## config.mk

```make
export PLATFORM = sky130hd
export DESIGN_NAME = contador_param_flat
export DESIGN_NICKNAME = d
export VERILOG_FILES = /design/src/rtl/contador_param_if.sv /design/src/rtl/contador_param.sv /design/src/flat_wrapper.sv
export SDC_FILE = /design/constraint.sdc
export NUM_CORES = 1
export LEC_CHECK = 0
export BUFFER_PORTS_ARGS = -buffer_cell sky130_fd_sc_hd__buf_2
export CAP_MARGIN = 20
export CORE_UTILIZATION = 30
export CTS_BUF_LIST = sky130_fd_sc_hd__clkbuf_16
export CTS_CLUSTER_DIAMETER = 40
export DETAILED_ROUTE_END_ITERATION = 8
export REMOVE_ABC_BUFFERS = 1
export SLEW_MARGIN = 25
export SYNTH_ARGS = -nofsm -noshare
export SYNTH_HDL_FRONTEND = slang
export SYNTH_SLANG_ARGS = --single-unit
```

## constraint.sdc

```tcl
create_clock -name clk -period 2.2 [get_ports clk]
set_input_delay 0.22 -clock clk [delete_from_list [all_inputs] [get_ports clk]]
set_output_delay 0.22 -clock clk [all_outputs]
set_load 0.01 [all_outputs]
```

## src/rtl/contador_param_if.sv

```systemverilog
// Request/status bundle for contador_param: control strobes toward the counter,
// count value and boundary flags back from it.
interface contador_param_if #(
  parameter int unsigned WIDTH = 8
);
  logic             enable;
  logic             acrescer;
  logic             decrecer;
  logic             carregar;
  logic [WIDTH-1:0] valor_carga;
  logic             limpar;
  logic [WIDTH-1:0] saida;
  logic             no_maximo;
  logic             no_minimo;
  logic             estouro;
  logic             subfluxo;

  modport master (
    output enable, acrescer, decrecer, carregar, valor_carga, limpar,
    input  saida, no_maximo, no_minimo, estouro, subfluxo
  );

  modport slave (
    input  enable, acrescer, decrecer, carregar, valor_carga, limpar,
    output saida, no_maximo, no_minimo, estouro, subfluxo
  );
endinterface

```

## src/rtl/contador_param.sv

```systemverilog
// Parametrised up/down counter with clamp-or-wrap bounds, load, clear, enable,
// optional rising-edge count mode and registered overflow/underflow pulses.
module contador_param #(
  parameter int unsigned      WIDTH     = 8,
  parameter logic [WIDTH-1:0] RESET_VAL = WIDTH'(8'h6A),
  parameter logic [WIDTH-1:0] MIN_VAL   = '0,
  parameter logic [WIDTH-1:0] MAX_VAL   = {WIDTH{1'b1}},
  parameter logic [WIDTH:0]   STEP      = (WIDTH+1)'(1),
  parameter bit               SATURATE  = 1'b0,
  parameter bit               EDGE_MODE = 1'b0
) (
  input logic             clk,
  input logic             rst_n,
  contador_param_if.slave bus
);

  // All bound arithmetic is done one bit wider than the count.
  localparam logic [WIDTH:0] ONE_X     = {{WIDTH{1'b0}}, 1'b1};
  localparam logic [WIDTH:0] MIN_X     = {1'b0, MIN_VAL};
  localparam logic [WIDTH:0] MAX_X     = {1'b0, MAX_VAL};
  localparam logic [WIDTH:0] RANGE_X   = MAX_X - MIN_X + ONE_X;
  localparam logic [WIDTH:0] UNDER_LIM = MIN_X + STEP;
  localparam logic [WIDTH:0] DN_ADJ    = RANGE_X - STEP;

  logic [WIDTH-1:0] saida_reg, saida_next;
  logic             estouro_reg, estouro_next;
  logic             subfluxo_reg, subfluxo_next;

  logic [1:0] req;
  logic [1:0] req_eff;
  logic       up;
  logic       dn;

  assign req = {bus.decrecer, bus.acrescer};

  for (genvar gi = 0; gi < 2; gi++) begin : g_req
    if (EDGE_MODE) begin : g_edge
      logic hist_reg;
      // History follows the raw request every cycle, regardless of enable/load/clear.
      always_ff @(posedge clk or negedge rst_n) begin
        if (!rst_n) begin
          hist_reg <= 1'b0;
        end else begin
          hist_reg <= req[gi];
        end
      end
      assign req_eff[gi] = req[gi] & ~hist_reg;
    end else begin : g_level
      assign req_eff[gi] = req[gi];
    end
  end

  assign up = bus.enable & req_eff[0] & ~req_eff[1];
  assign dn = bus.enable & req_eff[1] & ~req_eff[0];

  logic [WIDTH:0] cur_x;
  logic [WIDTH:0] carga_x;
  logic [WIDTH:0] up_sum;

  assign cur_x   = {1'b0, saida_reg};
  assign carga_x = {1'b0, bus.valor_carga};
  assign up_sum  = cur_x + STEP;

  always_comb begin
    saida_next    = saida_reg;
    estouro_next  = 1'b0;
    subfluxo_next = 1'b0;
    if (bus.limpar) begin
      saida_next = RESET_VAL;
    end else if (bus.carregar) begin
      if ((carga_x + ONE_X) <= MIN_X) begin
        saida_next = MIN_VAL;
      end else if (carga_x > MAX_X) begin
        saida_next = MAX_VAL;
      end else begin
        saida_next = bus.valor_carga;
      end
    end else if (up) begin
      if (up_sum > MAX_X) begin
        estouro_next = 1'b1;
        saida_next   = SATURATE ? MAX_VAL : WIDTH'(up_sum - RANGE_X);
      end else begin
        saida_next = WIDTH'(up_sum);
      end
    end else if (dn) begin
      // Crossing below MIN_VAL is detected before subtracting, so nothing goes negative.
      if (cur_x < UNDER_LIM) begin
        subfluxo_next = 1'b1;
        saida_next    = SATURATE ? MIN_VAL : WIDTH'(cur_x + DN_ADJ);
      end else begin
        saida_next = WIDTH'(cur_x - STEP);
      end
    end
  end

  always_ff @(posedge clk or negedge rst_n) begin
    if (!rst_n) begin
      saida_reg    <= RESET_VAL;
      estouro_reg  <= 1'b0;
      subfluxo_reg <= 1'b0;
    end else begin
      saida_reg    <= saida_next;
      estouro_reg  <= estouro_next;
      subfluxo_reg <= subfluxo_next;
    end
  end

  assign bus.saida     = saida_reg;
  assign bus.no_maximo = (saida_reg == MAX_VAL);
  assign bus.no_minimo = (saida_reg == MIN_VAL);
  assign bus.estouro   = estouro_reg;
  assign bus.subfluxo  = subfluxo_reg;

endmodule

```

## src/flat_wrapper.sv

```systemverilog
// flat-port wrapper written by rule: the top's interface ports become plain ports
module contador_param_flat 
#(
  parameter int unsigned      WIDTH     = 8,
  parameter logic [WIDTH-1:0] RESET_VAL = WIDTH'(8'h6A),
  parameter logic [WIDTH-1:0] MIN_VAL   = '0,
  parameter logic [WIDTH-1:0] MAX_VAL   = {WIDTH{1'b1}},
  parameter logic [WIDTH:0]   STEP      = (WIDTH+1)'(1),
  parameter bit               SATURATE  = 1'b0,
  parameter bit               EDGE_MODE = 1'b0
)
  (clk, rst_n, bus_enable, bus_acrescer, bus_decrecer, bus_carregar, bus_valor_carga, bus_limpar, bus_saida, bus_no_maximo, bus_no_minimo, bus_estouro, bus_subfluxo);
  contador_param_if #(.WIDTH(WIDTH)) bus_i ();
  input logic clk;
  input logic rst_n;
  input wire logic [$bits(bus_i.enable)-1:0] bus_enable;
  input wire logic [$bits(bus_i.acrescer)-1:0] bus_acrescer;
  input wire logic [$bits(bus_i.decrecer)-1:0] bus_decrecer;
  input wire logic [$bits(bus_i.carregar)-1:0] bus_carregar;
  input wire logic [$bits(bus_i.valor_carga)-1:0] bus_valor_carga;
  input wire logic [$bits(bus_i.limpar)-1:0] bus_limpar;
  output wire logic [$bits(bus_i.saida)-1:0] bus_saida;
  output wire logic [$bits(bus_i.no_maximo)-1:0] bus_no_maximo;
  output wire logic [$bits(bus_i.no_minimo)-1:0] bus_no_minimo;
  output wire logic [$bits(bus_i.estouro)-1:0] bus_estouro;
  output wire logic [$bits(bus_i.subfluxo)-1:0] bus_subfluxo;
  assign bus_i.enable = bus_enable;
  assign bus_i.acrescer = bus_acrescer;
  assign bus_i.decrecer = bus_decrecer;
  assign bus_i.carregar = bus_carregar;
  assign bus_i.valor_carga = bus_valor_carga;
  assign bus_i.limpar = bus_limpar;
  assign bus_saida = bus_i.saida;
  assign bus_no_maximo = bus_i.no_maximo;
  assign bus_no_minimo = bus_i.no_minimo;
  assign bus_estouro = bus_i.estouro;
  assign bus_subfluxo = bus_i.subfluxo;
  contador_param #(.WIDTH(WIDTH), .RESET_VAL(RESET_VAL), .MIN_VAL(MIN_VAL), .MAX_VAL(MAX_VAL), .STEP(STEP), .SATURATE(SATURATE), .EDGE_MODE(EDGE_MODE)) u_core (.clk(clk), .rst_n(rst_n), .bus(bus_i));
endmodule
```

==> flow_summary_export.csv <==
group,metric,value,unit
placement,buffer_ports.inserted,26,
flow_run,cap_violations,0,
floorplanning,die-width,55.0,microns
setup_path,worst_setup_path_start,"u_core.bus.saida[1]",
clock_network,clockRootBuffer,"clkbuf_16",
placement,finalWeightedCongestion,0.832,
floorplanning,boundaryPins,27,
placement,place_area,973,sq um
grt,antenna_found_initial,0,
synthesis,number_of_distinct_standard_cells_referenced_by_the_synthesized_netlist,39,
floorplanning,die_footprint,3030,sq um
timing,finClkSkew,3.93,ps
cells_and_area,layout.cells.non_filler,153,
route,detail_route.drc_violations,0,
clock_network,cts.clk_slew.worst_paths,40,ps
timing,max_freq,507,MHz
timing,setup_violations,0,
setup_path,worst_ep_arrival_time,2140,ps
clock_network,ctsResizeCount,0,
placement,place_hpwl,1580,microns
clock_network,clock_insertion_delay_worst_skew,240,ps
synthesis,yosys-mux-area-fraction,1.19,%
placement,pre_cts_slack,233,ps
route,ant_nets,0,
synthesis,synth-async-reset-ratio,100,%
setup_path,worst-path-max-fanout,8,
setup_path,crit_path_max_cell_delay,580,ps
timing,fin_hold_ws,192,ps
synthesis,synth_edf_count,0,
timing,final_setup_tns,0,ps
timing,setup_repair_after_global_routing_missed_its_margin,"no",
synthesis,most_area_consuming_cells_after_synthesis,"dfrtp_1, dfstp_2, ha_1",
synthesis,yosys.area.top_type_share,17.8,%
synthesis,postSynthCellCount,98,
timing,tightest_slew,429,ps
synthesis,yosysMostFrequentCell,"nand2_1",
synthesis,synth_simple_gate_area_share,35.8,%
route,dr.first_iter.drc_count,17,
floorplanning,floorplan.initialDensity,32.8,%
synthesis,synth.yosys.seq_area_share,30.3,%
status,status,"completed",
setup_path,worstReg2RegStart,"u_core.bus.saida[1]",
setup_path,r2r_setup_slack,230,ps
cells_and_area,drive_above_1_share,29.3,%
clock_network,cts_max_level,1,
cells_and_area,design_area,1060,sq um
synthesis,synth_xor_xnor_area_share,3.12,%
synthesis,post_synth.cell_area_avg,8.61,sq um
cells_and_area,fin_nets,142,
setup_path,timing.reg2reg.worst_path_depth,5,
synthesis,leading_register_cell_type_out_of_synthesis,"dfrtp_1",
clock_network,max-clock-path-buffers,2,
grt,first_global_vias,721,
route,detail_route.vias_per_cell,5.56,
synthesis,ys_warn_count,0,
synthesis,synth-compound-area-share,19.4,%
timing,min_period_over_period,89.6,%
setup_path,critPathTopFamily,"simple AND/OR/NAND/NOR gates",
setup_path,endpoint_kind_of_the_worst_setup_timing_path,"flop",
synthesis,yosys-top-cells-count,"nand2_1, nor2_1, nor3_1",
floorplanning,fp.dieH,55.0,microns
route,drt-wirelength-per-cell,14.2,microns
timing,final_hold_viol_count,0,
power,power.density,639,nW/um^2
setup_path,sequence_of_cells_on_the_critical_path,"ha_1 > nand3_1 > or3_4 > a2111oi_4 > and3b_1",
cells_and_area,area_growth_syn_to_layout,26.0,%
synthesis,synth_top_family_by_area,"simple AND/OR/NAND/NOR gates",
route,num_vias,851,
setup_path,critical_path.slowest_cell,"dfstp_2",
timing,timing_max_transition_violations_final,0,
cells_and_area,fillerInstances,268,
clock_network,cts_tree,"yes",
setup_path,worstPathBufferInverterCount,0,
grt,gr-total-overflow,0,
setup_path,critPathKind,"reg -> reg",
timing,max_slew_margin,71.4,%
timing,final.setup.worst_slack,229,ps
power,max_vdd_drop,0.000386,V
synthesis,netlist.top_cell.by_area,"dfrtp_1",
min_path,hold_path_class,"in -> reg",
synthesis,synth_fa_ha_area_share,4.45,%
cells_and_area,antenna_cells_inserted,0,
timing,period_needed,1970,ps
clock_network,clock_sinks,10,
setup_path,critPathCapture,"u_core.bus.saida[6]",
route,totalWireLength,2170,microns
power,p_leak,0.432,nW
setup_path,worstPathRequired,2370,ps
synthesis,post_synthesis_instance_area,843,sq um
floorplanning,rows,18,
floorplanning,core_region_area,2570,sq um
route,firstDrtPassIters,4,
cells_and_area,largest_register_ffs,8,
placement,numPlacedInstances,148,
synthesis,synth.ff_latch_count,10,
setup_path,start_kind,"flop",
setup_path,cp_depth,5,
grt,global_route.usage.total,16.2,%
grt,wire_length_of_the_first_global_routing_pass,3390,microns
grt,grt_max_degree,17,
clock_network,cts_inserted_buffers,3,
setup_path,worst_r2r_endpoint,"u_core.bus.saida[6]",
==> layer usage <==
metal  vias up  wire (microns)  global-route usage, %
li1        421               -                      -
met1       395            1020                   21.6
met2        29             987                   24.1
met4         0              57                   8.75
met3         6             110                   3.28
met5         -               0                      0
==> cell type report <==
cell class	instances	area [sq um]	share of cell area, %
clock buffer	3	75.1	7.07
clock inverter	1	3.75	0.353
inverter	3	11.3	1.06
multi-input combinational	79	539	50.8
sequential	10	255	24.0
tap	30	37.5	3.53
timing repair buffer	27	140	13.2
==> worst min path at each step <==
stage	slack, ps	to	cells past startpoint	startpoint
global placement	110	u_core.bus.saida[2]	1	rst_n
floorplan	-80	u_core.bus.estouro	0	rst_n
detailed placement	100	u_core.bus.saida[2]	1	rst_n
CTS	190	u_core.bus.subfluxo	2	bus_acrescer
global route	200	u_core.bus.subfluxo	2	bus_acrescer
finish	190	u_core.bus.subfluxo	2	bus_acrescer
==> timing repair <==
| item | in CTS | in global routing |
|---|---|---|
| endpoints found under the setup margin | 0 | 0 |
| endpoints found under the hold margin | 6 | 0 |
| hold buffers | 1 | 0 |
| buffers inserted | 0 | 0 |
==> cells by family after synthesis <==
kind of cell | Yosys count
compound gates | 19
flops | 10
xor+xnor | 3
simple gates | 53
mux | 1
fa+ha+maj | 3
buf+inv | 9
==> metrics by stage <==
stage	total power, mW	util (%)
after CTS	0.684	41.4
final	0.679	41.4
after global routing	0.708	41.4
after detailed placement	0.342	37.9
after global placement	0.341	37.9
after floorplan	0.290	-
==> layout by cell type (no fill, tap or decap), types with 2 or more instances in the layout <==
cell type  synthesis  routed
nor2_1             8       8
buf_2              0      26
o21ai_0            2       2
nand2b_1           2       2
nand3b_1           3       3
a211oi_1           2       2
clkbuf_16          0       3
ha_1               3       3
and2_1             2       2
nand4_1            2       2
nand3_1            5       5
a211o_1            2       2
nand2_1            9       9
and3_1             2       2
a21oi_1            2       2
a311oi_1           2       2
xnor2_1            2       2
inv_1              3       3
nor4_1             2       2
nand4b_1           2       2
and3b_1            2       2
nor3_1             7       7
dfrtp_1            6       6
or3_1              3       3
dfstp_2            4       4
nor3b_1            2       2
==> power by group <==
part / total [mW] / leakage, nW / switching (mW) / internal (mW)
sequential: 0.223 / 0.122 / 0.0221 / 0.201
combinational: 0.118 / 0.272 / 0.0677 / 0.0505
clock: 0.338 / 0.0385 / 0.0982 / 0.239
Note: power is estimated with default switching activity, not from simulation.
